===== config.mk =====
export PLATFORM = sky130hd
export DESIGN_NAME = fetch_sequencer
export DESIGN_NICKNAME = d
export VERILOG_FILES = /design/src/rtl/y86_pkg.sv /design/src/rtl/y86_insn_len.sv /design/src/rtl/fetch_sequencer.sv
export SDC_FILE = /design/constraint.sdc
export NUM_CORES = 1
export LEC_CHECK = 0
export BUFFER_PORTS_ARGS = -buffer_cell sky130_fd_sc_hd__clkbuf_2
export CAP_MARGIN = 20
export CORE_ASPECT_RATIO = 1.75
export CORE_MARGIN = 1.5
export CORE_UTILIZATION = 49
export DETAILED_ROUTE_END_ITERATION = 7
export PLACE_DENSITY = 0.81
export SYNTH_ARGS = -nofsm -noshare
export SYNTH_HDL_FRONTEND = slang
export SYNTH_SLANG_ARGS = --single-unit

===== constraint.sdc =====
create_clock -name clk -period 3.08 [get_ports clk]
set_clock_uncertainty 0.1 [all_clocks]
set_input_delay 0.308 -clock clk [delete_from_list [all_inputs] [get_ports clk]]
set_output_delay 0.308 -clock clk [all_outputs]
set_load 0.02 [all_outputs]

===== src/rtl/y86_pkg.sv =====
// Shared Y86-64 front-end definitions: icode values, fetch FSM states, reset PC.
// Latency: n/a (declarations only).
// Backpressure: n/a.
package y86_pkg;

    localparam logic [3:0] I_HALT   = 4'h0;
    localparam logic [3:0] I_NOP    = 4'h1;
    localparam logic [3:0] I_RRMOVQ = 4'h2;
    localparam logic [3:0] I_IRMOVQ = 4'h3;
    localparam logic [3:0] I_RMMOVQ = 4'h4;
    localparam logic [3:0] I_MRMOVQ = 4'h5;
    localparam logic [3:0] I_OPQ    = 4'h6;
    localparam logic [3:0] I_JXX    = 4'h7;
    localparam logic [3:0] I_CALL   = 4'h8;
    localparam logic [3:0] I_RET    = 4'h9;
    localparam logic [3:0] I_PUSHQ  = 4'hA;
    localparam logic [3:0] I_POPQ   = 4'hB;

    localparam logic [63:0] RESET_PC_DEFAULT = 64'd64;

    // FETCH issues beats, PRESENT holds the window for the decoder,
    // HALT is terminal until reset, DRAIN swallows an abandoned read.
    typedef enum logic [1:0] {
        ST_FETCH   = 2'd0,
        ST_PRESENT = 2'd1,
        ST_HALT    = 2'd2,
        ST_DRAIN   = 2'd3
    } fs_state_t;

endpackage


===== src/rtl/y86_insn_len.sv =====
// Maps an icode to instruction length in bytes and an invalid-opcode flag.
// Latency: purely combinational.
// Backpressure: none.
module y86_insn_len
    import y86_pkg::*;
(
    input  logic [3:0] icode,
    output logic [3:0] len,
    output logic       inv
);

    // Length table; undefined icodes are treated as 1-byte invalid opcodes.
    always_comb begin
        len = 4'd1;
        inv = 1'b0;
        case (icode)
            I_HALT, I_NOP, I_RET:                len = 4'd1;
            I_RRMOVQ, I_OPQ, I_PUSHQ, I_POPQ:    len = 4'd2;
            I_JXX, I_CALL:                       len = 4'd9;
            I_IRMOVQ, I_RMMOVQ, I_MRMOVQ:        len = 4'd10;
            default: begin
                len = 4'd1;
                inv = 1'b1;
            end
        endcase
    end

endmodule


===== src/rtl/fetch_sequencer.sv =====
// Owns the PC, issues 2-byte imem reads and assembles a 10-byte big-endian instruction window.
// Latency: with ack tied high, 1 cycle after first request for 1/2-byte, 5 cycles for 9/10-byte.
// Backpressure: instruction held stable while instr_valid && !instr_ready; requests held until ack.
module fetch_sequencer
    import y86_pkg::*;
#(
    parameter logic [63:0] RESET_PC = RESET_PC_DEFAULT,
    parameter int          ADDR_W   = 64
) (
    input  logic              clk,
    input  logic              rst_n,
    output logic              imem_req,
    output logic [ADDR_W-1:0] imem_addr,
    input  logic              imem_ack,
    input  logic [15:0]       imem_rdata,
    input  logic              imem_err,
    output logic              instr_valid,
    input  logic              instr_ready,
    output logic [79:0]       instr,
    output logic [ADDR_W-1:0] instr_pc,
    output logic [3:0]        instr_len,
    output logic              instr_inv,
    output logic              instr_mem_err,
    input  logic              redirect_valid,
    input  logic [ADDR_W-1:0] redirect_pc,
    output logic              halted
);

    fs_state_t         state_q, state_nxt;
    logic [ADDR_W-1:0] pc_q, pc_nxt;
    logic [ADDR_W-1:0] tgt_q, tgt_nxt;
    logic [2:0]        beat_q, beat_nxt;
    logic [3:0]        len_q, len_nxt;
    logic              inv_q, inv_nxt;
    logic              merr_q, merr_nxt;
    logic              req_q, req_nxt;
    logic [79:0]       win_q, win_nxt;

    logic [3:0]        dec_len;
    logic              dec_inv;
    logic [3:0]        cur_len;
    logic              xfer;
    logic              accept;
    logic              halt_cond;
    logic [4:0]        off_lo;
    logic [4:0]        off_hi;
    logic [4:0]        stored;
    logic [6:0]        hi0;
    logic [6:0]        hi1;

    y86_insn_len u_insn_len (
        .icode (imem_rdata[15:12]),
        .len   (dec_len),
        .inv   (dec_inv)
    );

    // Byte offsets of the current beat; only the first beat carries the icode.
    assign xfer      = req_q && imem_ack;
    assign accept    = (state_q == ST_PRESENT) && instr_ready;
    assign halt_cond = (win_q[79:76] == I_HALT) || inv_q || merr_q;
    assign cur_len   = (beat_q == 3'd0) ? dec_len : len_q;
    assign off_lo    = {1'b0, beat_q, 1'b0};
    assign off_hi    = off_lo + 5'd1;
    assign stored    = off_lo + 5'd2;
    assign hi0       = 7'd79 - {beat_q, 4'b0000};
    assign hi1       = hi0 - 7'd8;

    // Next-state and datapath update; redirect outranks every sequential update.
    always_comb begin
        state_nxt = state_q;
        pc_nxt    = pc_q;
        tgt_nxt   = tgt_q;
        beat_nxt  = beat_q;
        len_nxt   = len_q;
        inv_nxt   = inv_q;
        merr_nxt  = merr_q;
        win_nxt   = win_q;

        case (state_q)
            ST_FETCH: begin
                if (redirect_valid) begin
                    win_nxt  = '0;
                    len_nxt  = '0;
                    inv_nxt  = 1'b0;
                    merr_nxt = 1'b0;
                    if (req_q && !imem_ack) begin
                        // Bus still owes us a beat: keep address stable and wait it out.
                        tgt_nxt   = redirect_pc;
                        state_nxt = ST_DRAIN;
                    end else begin
                        pc_nxt   = redirect_pc;
                        beat_nxt = '0;
                    end
                end else if (xfer) begin
                    if (imem_err) begin
                        merr_nxt  = 1'b1;
                        state_nxt = ST_PRESENT;
                        if (beat_q == 3'd0) begin
                            len_nxt = 4'd1;
                            inv_nxt = 1'b0;
                        end
                    end else begin
                        win_nxt[hi0 -: 8] = imem_rdata[15:8];
                        // Odd trailing byte past the instruction end stays zero.
                        if (off_hi < {1'b0, cur_len}) begin
                            win_nxt[hi1 -: 8] = imem_rdata[7:0];
                        end
                        if (beat_q == 3'd0) begin
                            len_nxt = dec_len;
                            inv_nxt = dec_inv;
                        end
                        if (stored >= {1'b0, cur_len}) begin
                            state_nxt = ST_PRESENT;
                        end else begin
                            beat_nxt = beat_q + 3'd1;
                        end
                    end
                end
            end

            ST_PRESENT: begin
                if (redirect_valid || (accept && !halt_cond)) begin
                    pc_nxt    = redirect_valid ? redirect_pc : (pc_q + ADDR_W'(len_q));
                    beat_nxt  = '0;
                    win_nxt   = '0;
                    len_nxt   = '0;
                    inv_nxt   = 1'b0;
                    merr_nxt  = 1'b0;
                    state_nxt = ST_FETCH;
                end else if (accept) begin
                    state_nxt = ST_HALT;
                end
            end

            ST_DRAIN: begin
                if (xfer) begin
                    pc_nxt    = redirect_valid ? redirect_pc : tgt_q;
                    beat_nxt  = '0;
                    state_nxt = ST_FETCH;
                end else if (redirect_valid) begin
                    tgt_nxt = redirect_pc;
                end
            end

            ST_HALT: begin
                state_nxt = ST_HALT;
            end

            default: begin
                state_nxt = ST_FETCH;
            end
        endcase

        req_nxt = (state_nxt == ST_FETCH) || (state_nxt == ST_DRAIN);
    end

    // State register; synchronous reset abandons any outstanding request.
    always_ff @(posedge clk) begin
        if (!rst_n) begin
            state_q <= ST_FETCH;
            pc_q    <= ADDR_W'(RESET_PC);
            tgt_q   <= ADDR_W'(RESET_PC);
            beat_q  <= '0;
            len_q   <= '0;
            inv_q   <= 1'b0;
            merr_q  <= 1'b0;
            req_q   <= 1'b0;
            win_q   <= '0;
        end else begin
            state_q <= state_nxt;
            pc_q    <= pc_nxt;
            tgt_q   <= tgt_nxt;
            beat_q  <= beat_nxt;
            len_q   <= len_nxt;
            inv_q   <= inv_nxt;
            merr_q  <= merr_nxt;
            req_q   <= req_nxt;
            win_q   <= win_nxt;
        end
    end

    assign imem_req      = req_q;
    assign imem_addr     = pc_q + ADDR_W'({beat_q, 1'b0});
    assign instr_valid   = (state_q == ST_PRESENT);
    assign instr         = win_q;
    assign instr_pc      = pc_q;
    assign instr_len     = len_q;
    assign instr_inv     = inv_q;
    assign instr_mem_err = merr_q;
    assign halted        = (state_q == ST_HALT);

endmodule

# Word level (Yosys, flattened, before mapping)

Cells that the tools add are included.

Add/subtract/negate cells: 9
$lt $le $gt $ge: 2
Eq/ne operators: 28
Shift operators: 4
Mux-type cells: 56
Reduce and logical (&&, ||, !) cells: 29

Operators with widths:

| cell                                                  | number |
|---|---|
| two-way mux 64 bit                                    | 9 |
| two-way mux 80 bit                                    | 5 |
| case mux 64 bit (3 select lines)                      | 1 |
| variable shift 8 x 9 -> 87 bit (first input constant) | 2 |
| indexed part select 8 x 9 -> 87 bit                   | 2 |
| bitwise mux 80 bit                                    | 2 |
| case mux 80 bit (2 select lines)                      | 1 |
| adder 64 x 4 -> 64 bit                                | 2 |
| case mux 64 bit (2 select lines)                      | 1 |
| two-way mux 4 bit                                     | 6 |
| two-way mux 3 bit                                     | 7 |
| AND reduction 4 bit                                   | 5 |
| inequality test 3 bit (second input constant)         | 6 |
| negation 7 -> 9 bit                                   | 2 |
| equality test 4 x 3 -> 1 bit (second input constant)  | 4 |
| equality test 4 bit (second input constant)           | 4 |
| two-way mux 2 bit                                     | 8 |
| case mux 4 bit (3 select lines)                       | 1 |
| OR reduction 12 bit                                   | 1 |
| two-way mux 1 bit                                     | 10 |
| inequality test 2 bit (second input constant)         | 5 |
| case mux 3 bit (3 select lines)                       | 1 |
| equality test 4 x 2 -> 1 bit (second input constant)  | 2 |
| zero test 4 bit                                       | 2 |
| 27 further kinds                                      | 39 |

Register bits: 220
Input port bits: 86
Output and inout port bits: 217
Word-level logic and storage cells: 137

# Depth between registers and ports, before layout

Word-level depth: 12
Gate-level depth with buffers: 14
Mapped depth without buffers: 13

# Hierarchy

From an unflattened synthesis, not the netlist that was laid out.

Cell total of the unflattened synthesis: 1709
Area, all modules: 12688.4 µm²

Modules (own cells, without submodules):

| module          | times used | cells an instance | area an instance (µm²) | seq. area each (µm²) |
|---|---|---|---|---|
| fetch_sequencer | 1          | 1699              | 12623.4                | 4404.2 |
| y86_insn_len    | 1          | 10                | 65.1                   | 0.0 |

# Worst setup path after synthesis

Ideal clock, no wire load.

Path type: reg-to-reg
From: register beat_q[0]
To: register win_q[0] (netlist: instr[0])
Setup time: 0.063 ns
Data arrival time: 2.972 ns
Required time: 2.917 ns
Path slack: -0.055 ns
Stages on the path, launching flop included: 12
Buffers on the path: 1
Period minus slack after synthesis: 3.135 ns
Path through: dfxtp_1 -> inv_1 -> ha_1 -> ha_1 -> clkbuf_1 -> inv_1 -> nand2_1 -> ha_1 -> a221oi_1 -> a31oi_1 -> a2111oi_1 -> a22o_1

Longest elaborated chain between the ends: 10
Elaborated cells between the ends (all ways): 19
Those cells by class: add/sub (5); order compare (1); shift (4); mux (8); reduce/logical (1)

RTL lines:

| what                                                                    | RTL line                                      | source |
|---|---|---|
| start: declaration                                                      | fetch_sequencer.sv:32                         | `logic [2:0] beat_q, beat_nxt;` |
| start signal: assignment                                                | fetch_sequencer.sv:173                        | `beat_q <= beat_nxt;` |
| subtractor 7 bit                                                        | fetch_sequencer.sv:65                         | `assign hi0 = 7'd79 - {beat_q, 4'b0000};` |
| subtractor 7 x 4 -> 7 bit / negation 7 -> 9 bit (equally long branches) | fetch_sequencer.sv:66, fetch_sequencer.sv:103 |  |
| negation 7 -> 9 bit (tied with other cells)                             | fetch_sequencer.sv:106                        | `win_nxt[hi1 -: 8] = imem_rdata[7:0];` |
| indexed part select 8 x 9 -> 87 bit (tied with other cells)             | fetch_sequencer.sv:106                        |  |
| bitwise mux 80 bit                                                      | fetch_sequencer.sv:106                        |  |
| two-way mux 80 bit *                                                    | fetch_sequencer.sv:105                        | `if (off_hi < {1'b0, cur_len}) begin` |
| two-way mux 80 bit *                                                    | fetch_sequencer.sv:95                         | `if (imem_err) begin` |
| two-way mux 80 bit *                                                    | fetch_sequencer.sv:94                         | `end else if (xfer) begin` |
| two-way mux 80 bit *                                                    | fetch_sequencer.sv:81                         | `if (redirect_valid) begin` |
| case mux 80 bit (2 select lines) *                                      | fetch_sequencer.sv:79                         | `case (state_q)` |
| end signal: assignment                                                  | fetch_sequencer.sv:178                        | `win_q <= win_nxt;` |
| end: declaration                                                        | fetch_sequencer.sv:37                         | `logic [79:0] win_q, win_nxt;` |

Mark *: on every way between the ends. The rest lies on a longest branch, timed or not. The select of a mux whose other input is x is not followed.
A chain may end at the register's enable or synchronous reset.

# Worst setup path after layout

From: register pc_q[6] (netlist: instr_pc[6])
To: output imem_addr[53]

Longest elaborated chain between the ends: 1

RTL lines:

| what                     | RTL line               | source |
|---|---|---|
| start: declaration       | fetch_sequencer.sv:30  | `logic [ADDR_W-1:0] pc_q, pc_nxt;` |
| start signal: assignment | fetch_sequencer.sv:161 | `pc_q <= ADDR_W'(RESET_PC);` |
| start signal: assignment | fetch_sequencer.sv:171 | `pc_q <= pc_nxt;` |
| adder 64 x 4 -> 64 bit   | fetch_sequencer.sv:183 | `assign imem_addr = pc_q + ADDR_W'({beat_q, 1'b0});` |
| end: declaration         | fetch_sequencer.sv:13  | `output logic [ADDR_W-1:0] imem_addr,` |

Every way passes these cells.

==> metrics.yaml <==
clock_tree:
  root_buffer: "clkbuf_16"
  clockBufferDepth: 3
  numCtsBuffers: 22
  cts_tree: "yes"
  clk_latency_ps: 540
  htreeDepth: 1
  cts.clk_slew.worst_paths_ps: 80
  numClockSinks: 220
sta:
  tightest_slew_ps: 923
  maxSlewHeadroom_pct: 38.5
  timing.fmax_mhz: 308
  period_share_pct: 105
  finalHoldViolCount: 0
  drv_slew: 0
  setup_tns_ps: -1110
  setup_viol: 14
  whs_ps: 4.81
  rsz0062_at_grt: "yes"
  setup_ws_ps: -163
  min_period_ps: 3240
route:
  post_drt_via_cell_ratio: 6.43
  vias: 14900
  drc: 0
  postRouteAntennaNets: 0
  wirelength_um: 54600
  drt_iter0_drc: 1888
  wl_per_cell_um: 23.6
  firstDrtPassIters: 6
yosys:
  synth_top_cell_by_area: "dfxtp_1"
  ys_types: 72
  yosys-top-cells-area: "dfxtp_1, nand2_1, a21oi_1"
  syn-num-nets: 1683
  synth_edf_count: 0
  synth_top_area_share_pct: 36.6
  yosys_warnings: 0
  syn_avg_cell_area_um2: 7.62
  yosysSeqAreaShare_pct: 36.6
  async_flop_share_pct: 0
  synth_seq_cells: 220
  netlist_area_mm2: 0.0120
  synth_cells: 1577
  synth_ff_type: "dfxtp_1"
run:
  cap_violations: 0
global_route:
  gr-usage-met1_pct: 43.0
  grt_overflow: 0
  grt_pass1_vias: 14900
  grt_util_met2_pct: 71.5
  grt_max_degree: 66
  gr-usage-all-layers_pct: 41.9
  antenna_found_initial: 0
  use_met3_pct: 8.63
  busiest_layer: "met2"
  grt_pass1_wl_um: 82700
worst_setup_path:
  path_delay_family: "simple AND/OR/NAND/NOR gates"
  cp_cell_sequence: "nand4_1 -> or3_4 -> nor3_2 -> buf_4 -> nand4_1 -> nor4_2 -> xor2_1 -> buf_4"
  worst_setup_path_start_kind: "register"
  r2r-start: "state_q[0]$_SDFF_PN0_"
  cp_max_fo: 6
  cp.required_ps: 2670
  cp-startpoint: "instr_pc[6]$_SDFFE_PN1P_"
  max_stage_delay_ps: 470
  critPathBufInv: 2
  reg2reg_slack_ps: 160
  cpMaxStageDelayCell: "or3_4"
  path_class: "reg -> out"
  cp.arrival_ps: 2830
  end_kind: "output pin"
floorplan:
  die_h_um: 210
  core_mm2: 0.0240
  rows: 75
  io_pins: 303
  initial_core_util_pct: 50.0
  die_w_um: 121
  die-area_mm2: 0.0255
worst_hold_path:
  hold_class: "in -> reg"
  hp-start: "imem_rdata[10]"
place:
  finalWeightedCongestion: 1.00
  dp_slack_ps: 86.7
  place_area_mm2: 0.0144
  port_buffers: 302
  dp_hpwl_um: 38800
cells_and_area:
  syn_to_final_growth_pct: 37.5
  regArea_mm2: 0.00446
  design_area_mm2: 0.0165
  fill_cells: 1946
  post_route_cells_drive_above_1_share_pct: 30.4
  final_cell_mix: "clkbuf_2, nand2_1, dfxtp_1"
  final_common_cell: "clkbuf_2"
  multi_input_area_mm2: 0.00734
  antenna_cells: 0
  nets: 2100
  final_util_pct: 68.8
power_and_ir_drop:
  power.leakage_uw: 0.00700
  ir_drop_mv: 0.524
  p_per_area_mw_per_mm2: 566
run_status:
  status: "finished with violations"
  violations: "negative setup slack"
## layout make-up
class	count	share of cell area [%]
timing repair buffer	527	21.1
inverter	29	0.674
sequential	220	27.0
tap	308	2.33
clock buffer	26	3.61
clock inverter	13	0.878
multi-input combinational	1194	44.4
## flip-flops by register name, summed over array words and instances, names as in the netlist
signal         flops
instr             80
instr_pc          64
tgt_q             64
instr_len          4
beat_q             3
state_q            2
imem_req           1
instr_inv          1
instr_mem_err      1
## Yosys cell counts, types with 9 or more instances
cell type,n
nor4_1,20
or3_1,11
dfxtp_1,220
o22ai_1,9
a22oi_1,35
and3_1,36
nand2b_1,9
a22o_1,56
nor2_1,137
inv_1,29
nand2_1,260
a21oi_1,144
clkbuf_1,112
o311ai_0,14
nand3_1,77
a221oi_1,9
a31oi_1,15
a32o_1,15
xnor2_1,30
o21ai_0,56
nand4_1,39
xor2_1,41
nor3_1,26
o211ai_1,14
o31ai_1,10
ha_1,18
## where the power goes
group / switching, uW / leakage (uW) / internal, uW
combinational: 2000 / 0.00484 / 1080
sequential: 304 / 0.00180 / 3100
clock: 1280 / 0.000356 / 1580
## final timing paths
kind	depth (start not counted)	end
max	8	imem_addr[53]
min	2	instr[58]$_SDFFE_PN0P_
max reg2reg	7	instr_pc[34]$_SDFFE_PN0P_
min reg2reg	2	tgt_q[16]$_SDFFE_PN0P_
## metal layers
metal | vias to the layer above | wire length, um
met4 | 0 | 5320
li1 | 6525 | -
met5 | - | 0
met3 | 346 | 5100
met1 | 6926 | 17400
met2 | 1095 | 26800
## kinds of logic after synthesis
family / synth area share (%)
xor gates and xnor gates: 5.17
adders and majority gates: 2.21
buffers and inverters: 5.26
DFF: 36.6
and+or+nand+nor: 25.9
AOI/OAI and AO/OA: 24.1
muxes: 0.698
## metrics by stage
step           cells  power, uW
2_1_floorplan   1577       5050
4_1_cts         2311       9210
3_3_place_gp    2183       6220
3_5_place_dp    2183       6260
5_1_grt         2317       9670
6_report        2317       9350
## repair_timing
item,4_1_cts,5_1_grt
pin swaps,20,19
cloned,0,0
endpoints found under the hold margin,79,0
resized for setup,77,79
hold buffers,71,0
setup buffers,18,7
endpoints found under the setup margin,38,78
Note: power is estimated with default switching activity, not from simulation.
